$ cat config.mk
export PLATFORM = sky130hd
export DESIGN_NAME = dmem_arbiter
export DESIGN_NICKNAME = d
export VERILOG_FILES = /design/src/rtl/dmem_arbiter.sv
export SDC_FILE = /design/constraint.sdc
export NUM_CORES = 1
export LEC_CHECK = 0
export CORE_MARGIN = 4
export CORE_UTILIZATION = 35
export CTS_BUF_LIST = sky130_fd_sc_hd__clkbuf_4
export DETAILED_ROUTE_END_ITERATION = 8
export PLACE_DENSITY_LB_ADDON = 0.08
export SLEW_MARGIN = 0
export SYNTH_ARGS = -nofsm -noshare
export SYNTH_HDL_FRONTEND = slang
export SYNTH_SLANG_ARGS = --single-unit
$ cat constraint.sdc
create_clock -name clk -period 3.8 [get_ports clk]
set_input_delay 0.57 -clock clk [delete_from_list [all_inputs] [get_ports clk]]
set_output_delay 0.57 -clock clk [all_outputs]
set_load 0.05 [all_outputs]
$ cat src/rtl/dmem_arbiter.sv
// dmem_arbiter: shares one single-ported data memory between the CPU
// load/store path (port 0) and the debug/program-loader path (port 1).
// Accesses are serialised through a three-state FSM. An owner may keep the
// memory for up to MAX_BURST back-to-back accesses by holding lock.
//
// Ports:
//   clk, reset            clock and asynchronous active-high reset
//   pN_req/we/addr/wdata  access command from port N, held until pN_gnt
//   pN_lock               ask to keep ownership for the following access
//   pN_gnt                one-cycle pulse, access issued to memory
//   pN_rvalid, pN_rdata   read response for port N
//   mem_read/mem_write    registered one-cycle memory strobes
//   mem_addr/mem_wdata    registered command, held between accesses
//   mem_rdata             memory read data, valid the cycle after mem_read
//   busy, owner           FSM not idle / port currently or last granted
//
// state | meaning
// IDLE  | arbitrate, register the winner's command
// ISSUE | memory strobe and gnt high for this cycle
// RESP  | rvalid high for this cycle (reads only)
module dmem_arbiter #(
  parameter int DATA_W     = 32,
  parameter int ADDR_W     = 32,
  parameter int FIXED_PRIO = 0,
  parameter int MAX_BURST  = 4
) (
  input  logic              clk,
  input  logic              reset,
  input  logic              p0_req,
  input  logic              p0_we,
  input  logic [ADDR_W-1:0] p0_addr,
  input  logic [DATA_W-1:0] p0_wdata,
  input  logic              p0_lock,
  output logic              p0_gnt,
  output logic              p0_rvalid,
  output logic [DATA_W-1:0] p0_rdata,
  input  logic              p1_req,
  input  logic              p1_we,
  input  logic [ADDR_W-1:0] p1_addr,
  input  logic [DATA_W-1:0] p1_wdata,
  input  logic              p1_lock,
  output logic              p1_gnt,
  output logic              p1_rvalid,
  output logic [DATA_W-1:0] p1_rdata,
  output logic              mem_read,
  output logic              mem_write,
  output logic [ADDR_W-1:0] mem_addr,
  output logic [DATA_W-1:0] mem_wdata,
  input  logic [DATA_W-1:0] mem_rdata,
  output logic              busy,
  output logic              owner
);

  localparam int BEAT_W = $clog2(MAX_BURST) + 1;

  typedef enum logic [1:0] {IDLE, ISSUE, RESP} state_t;

  state_t            state_q, state_d;
  logic [BEAT_W-1:0] beats_q, beats_d;
  logic              last_owner_q, last_owner_d;
  logic              owner_q, owner_d;
  logic              resp_owner_q;
  logic              load;
  logic              sel;
  logic              winner;
  logic              own_req, own_lock, cont;
  logic              sel_we;
  logic [ADDR_W-1:0] sel_addr;
  logic [DATA_W-1:0] sel_wdata;

  assign own_req  = owner_q ? p1_req  : p0_req;
  assign own_lock = owner_q ? p1_lock : p0_lock;
  assign cont     = own_req && own_lock && (beats_q < BEAT_W'(MAX_BURST));

  // Single requester always wins; a tie goes to port 0 or to the port that
  // did not win last time.
  always_comb begin
    winner = p1_req;
    if (p0_req && p1_req) begin
      winner = (FIXED_PRIO != 0) ? 1'b0 : ~last_owner_q;
    end
  end

  always_comb begin
    state_d      = state_q;
    beats_d      = beats_q;
    last_owner_d = last_owner_q;
    owner_d      = owner_q;
    load         = 1'b0;
    sel          = owner_q;
    case (state_q)
      IDLE: begin
        if (p0_req || p1_req) begin
          state_d      = ISSUE;
          load         = 1'b1;
          sel          = winner;
          owner_d      = winner;
          last_owner_d = winner;
          beats_d      = BEAT_W'(1);
        end
      end
      ISSUE, RESP: begin
        if (state_q == ISSUE && mem_read) begin
          state_d = RESP;
        end else if (cont) begin
          // locked continuation: no arbitration, same owner
          state_d = ISSUE;
          load    = 1'b1;
          beats_d = beats_q + BEAT_W'(1);
        end else begin
          state_d = IDLE;
        end
      end
      default: state_d = IDLE;
    endcase
  end

  assign sel_we    = sel ? p1_we    : p0_we;
  assign sel_addr  = sel ? p1_addr  : p0_addr;
  assign sel_wdata = sel ? p1_wdata : p0_wdata;

  always_ff @(posedge clk or posedge reset) begin
    if (reset) begin
      state_q      <= IDLE;
      beats_q      <= '0;
      last_owner_q <= 1'b1;
      owner_q      <= 1'b0;
      resp_owner_q <= 1'b0;
      mem_read     <= 1'b0;
      mem_write    <= 1'b0;
      mem_addr     <= '0;
      mem_wdata    <= '0;
      p0_gnt       <= 1'b0;
      p1_gnt       <= 1'b0;
      p0_rvalid    <= 1'b0;
      p1_rvalid    <= 1'b0;
    end else begin
      state_q      <= state_d;
      beats_q      <= beats_d;
      last_owner_q <= last_owner_d;
      owner_q      <= owner_d;
      mem_read     <= load && !sel_we;
      mem_write    <= load && sel_we;
      p0_gnt       <= load && !sel;
      p1_gnt       <= load && sel;
      if (load) begin
        mem_addr  <= sel_addr;
        mem_wdata <= sel_wdata;
      end
      p0_rvalid <= (state_q == ISSUE) && mem_read && !owner_q;
      p1_rvalid <= (state_q == ISSUE) && mem_read && owner_q;
      if ((state_q == ISSUE) && mem_read) begin
        resp_owner_q <= owner_q;
      end
    end
  end

  assign p0_rdata = (p0_rvalid && !resp_owner_q) ? mem_rdata : '0;
  assign p1_rdata = (p1_rvalid && resp_owner_q)  ? mem_rdata : '0;
  assign busy     = (state_q != IDLE);
  assign owner    = owner_q;

endmodule
# == Word level (Yosys, flattened, before mapping) ==
# Index checks and enable logic that the tools add are counted.
# word_totals
register_bits,78
out_inout_bits,136
# op_classes
n_addsub,1
n_lt_le_gt_ge,1
n_eq_ne,5
n_mux,22
n_bitwise,1
reduce_logical,23
# ops
operator,n
$mux 32,4
$logic_and 1x1->1,12
$mux 1,10
$mux 3,3
$ne 2x2->1 const B,3
$pmux 3 s2,1
$logic_not 1->1,4
$mux 2,2
$pmux 2 s2,1
$reduce_and 4->1,1
$reduce_bool 2->1,2
$add 3x1->3 const B,1
$lt 3x3->1 const B,1
$eq 2x1->1 const B,1
$eq 2x2->1 const B,1
$logic_not 2->1,1
$pmux 1 s2,1
$reduce_and 2->1,1
$reduce_or 2->1,1
$logic_or 1x1->1,1
$not 1->1,1

# == Depth between registers and ports, before layout ==
# logic_depth
depth_word,7
mapped_depth,9
mapped_depth_nobuf,6

# == Least setup slack after synthesis ==
# Ideal clock, no wire load.
# synth_path
path_type,register to output
from,register p0_rvalid
to,output port p0_rdata[10]
arrival_time_ps,1551
setup_slack_ps,1679
path_stages_with_launch,4
path_cell_list,dfrtp_1 nor2b_1 clkbuf_1 and2_1
# synth_between
elab_chain_len,2
# synth_rtl
item,line,source
start: declaration,35,"output logic p0_rvalid,"
start signal: assignment,150,p0_rvalid <= (state_q == ISSUE) && mem_read && !owner_q;
$logic_and 1x1->1,158,assign p0_rdata = (p0_rvalid && !resp_owner_q) ? mem_rdata : '0;
$mux 32,158,
end: declaration,36,"output logic [DATA_W-1:0] p0_rdata,"
# No other way between the ends.

# == Final worst setup path ==
# layout_path
from,register resp_owner_q
to,output port p0_rdata[10]
# layout_between
elab_chain_len,3
# layout_rtl
item,line,source
start: declaration,62,logic resp_owner_q;
start signal: assignment,153,resp_owner_q <= owner_q;
$logic_not 1->1,158,
$logic_and 1x1->1,158,
$mux 32,158,
# No other way between the ends.

==> flow_summary.json <==
{
  "post_cts_buffers": 0,
  "yosysTopAreaCell": "dfrtp_1",
  "worst_slew_pin_slew_ns": 0.852,
  "syn-cell-area_mm2": 0.00429,
  "power_mw": 6.47,
  "hold_violations": 0,
  "grt_max_degree": 70,
  "ctsHoldBuffers": 0,
  "end_kind": "primary output",
  "cts.sinks": 78,
  "fill_cells": 1009,
  "r2r-start": "state_q[0]$_DFFE_PP0N_",
  "clk_latency_ns": 0.43,
  "cp_data_arrival_time_ns": 2.65,
  "grt_pass1_vias": 4005,
  "ys.flop_type": "dfrtp_1",
  "hold-worst-slack_ns": 0.515,
  "cts_buffers": 9,
  "slew_headroom_pct": 43.2,
  "final_cells": 791,
  "powerDensity_mw_per_mm2": 854,
  "synth.most_common_cell": "mux2_2",
  "wl_per_cell_um": 18.6,
  "io_pins": 304,
  "synth_nets": 515,
  "die_y_um": 119,
  "cp.required_ns": 3.23,
  "min_path_type": "input port to asynchronous set/reset pin",
  "ys_warn_count": 0,
  "critPathLaunchType": "flop",
  "syn_area_per_cell_um2": 12.5,
  "antenna_cells": 0,
  "rows": 40,
  "fp.dieW_um": 119,
  "core_mm2": 0.0120,
  "fin_worst_skew_ns": 0.0107,
  "grt.total_usage_pct": 20.6,
  "worstSetupStartpoint": "resp_owner_q$_DFFE_PP0N_",
  "vias": 3850,
  "cap_violations": 0,
  "final_max_slew_viol_count": 0,
  "grt_pass1_wl_um": 22900,
  "initial_core_util_pct": 35.7,
  "drt-vias-per-instance": 4.87,
  "synth_edf_count": 0,
  "routed_wl_um": 14700,
  "r2r_cells": 7,
  "fin_crit_sh_pct": 84.7,
  "synth_top_area_share_pct": 44.9,
  "power.internal_mw": 3.37,
  "setup_viol": 0,
  "clk_pin_slew_ns": 0.13,
  "crit_fanout": 34,
  "ys_seq_area_share_pct": 45.6,
  "status": "completed",
  "drtPass1Iterations": 4,
  "dp_cells": 775,
  "hpwl_um": 11600,
  "ctsResizeCount": 0,
  "portBuffers": 303,
  "ys_types": 33,
  "min_period_ns": 3.22,
  "combPwrFrac_pct": 67.8,
  "cts_htree_levels": 3,
  "drtAntennaViolNets": 0,
  "power.switching_mw": 3.10,
  "seqPwrFrac_pct": 23.5,
  "max_freq_ghz": 0.311,
  "synth.area.top_cells": "dfrtp_1 45%, mux2_2 27%, mux2_1 5.8%",
  "die-area_mm2": 0.0141,
  "synth_commonest_cells": "101 x mux2_2, 77 x dfrtp_1, 35 x and2_1",
  "drc": 0,
  "antenna_found_initial": 0,
  "globalplace.congestion": 0.848,
  "first_iter_violations": 117,
  "yosys_register_bits": 78,
  "rsz0062_at_grt": "no",
  "grt-ovfl-total": 0,
  "clockBufferDepth": 2,
  "clkPwrFrac_pct": 8.7,
  "cts_tree": "yes",
  "drive_gt1_share_pct": 20.5,
  "clockRootBuffer": "clkbuf_4",
  "irDropWorstVdd_v": 0.000550,
  "async_flop_share_pct": 100,
  "area_growth_pct": 76.8,
  "path_class": "flop to primary output",
  "power.leakage_nw": 3.16,
  "tns_ns": 0,
  "syn_inst": 343,
  "layout.nets": 811,
  "switching_share_pct": 47.9
}
per-layer routing:
| metal | up-vias | wire length [µm] | global-route usage, % |
|---|---|---|---|
| li1 | 1803 | - | - |
| met1 | 1852 | 5570 | 22.5 |
| met2 | 181 | 7620 | 37.2 |
| met3 | 14 | 1300 | 7.85 |
| met4 | 0 | 218 | 5.79 |
| met5 | - | 0 | 0 |
final cells by class:
cell class	count	area [µm²]	area share, %
Inverter	6	23.8	0.314
Tap cell	147	184	2.43
Timing Repair Buffer	309	3090	40.8
Clock buffer	9	67.6	0.891
Multi-Input combinational cell	235	2170	28.7
Sequential cell	78	1950	25.8
Clock inverter	7	88.8	1.17
registers in the layout (all words and copies together), names as in the netlist:
| register | count |
|---|---|
| p1_rvalid | 1 |
| last_owner_q | 1 |
| owner | 1 |
| mem_read | 1 |
| state_q | 2 |
| beats_q | 3 |
| resp_owner_q | 1 |
| p0_gnt | 1 |
| mem_addr | 32 |
| mem_write | 1 |
| p1_gnt | 1 |
| mem_wdata | 32 |
| p0_rvalid | 1 |
worst paths after layout:
path | end | slack (ns)
max | p0_rdata[10] | 0.58
min | mem_addr[25]$_DFFE_PP0P_ | 0.51
max reg2reg | mem_wdata[19]$_DFFE_PP0P_ | 1.42
min reg2reg | mem_addr[14]$_DFFE_PP0P_ | 0.52
max in group asynchronous | mem_wdata[6]$_DFFE_PP0P_ | 2.52
min in group clk | mem_addr[14]$_DFFE_PP0P_ | 0.52
cells in the final DEF (no fill, tap or decap), drive strengths merged, types with 4 or more instances in the layout:
| master | instances |
|---|---|
| clkdlybuf4s50 | 303 |
| mux2 | 128 |
| dfrtp | 77 |
| and2 | 35 |
| and3 | 33 |
| clkbuf | 9 |
| nand2 | 6 |
| buf | 6 |
| inv | 5 |
| nor2 | 5 |
| ha | 4 |
| clkinv | 4 |
worst max-delay path, cell delays in order, from the launching register on:
cell and delay, ns:
dfrtp_1 0.72, nor2b_1 0.22, buf_4 0.27, and2_1 0.17, clkdlybuf4s50_1 0.82
power by group through the flow:
stage,combinational [mW],clock (mW),sequential (mW)
floorplan,1.83,0,2.82
global placement,4.39,0,1.52
detailed placement,4.44,0,1.54
CTS,4.45,0.587,1.52
global route,4.61,0.625,1.58
finish,4.39,0.563,1.52
metrics by stage:
stage / setup WS [ns] / utilization, % / cell area, µm²
after CTS: 0.539 / 63.1 / 7580
after floorplan: 1.24 / - / 4290
after global routing: 0.388 / 63.1 / 7580
after global placement: 1.05 / 61.8 / 7420
final: 0.582 / 63.1 / 7580
after detailed placement: 0.966 / 61.8 / 7420
cell families (layout without fill, tap and decap cells):
kind of cell             count (synthesis)  count (layout)  share of synthesized area, %
multiplexers                           129             129                          34.3
AND/OR/NAND/NOR                         88              88                          12.2
flip-flops                              78              78                          45.6
buffers and inverters                   30             331                          4.38
AO/OA/AOI/OAI                           14              14                          2.45
adder cells (fa/ha/maj)                  4               4                          1.17
No activity file was read; power rests on OpenSTA's default activity.
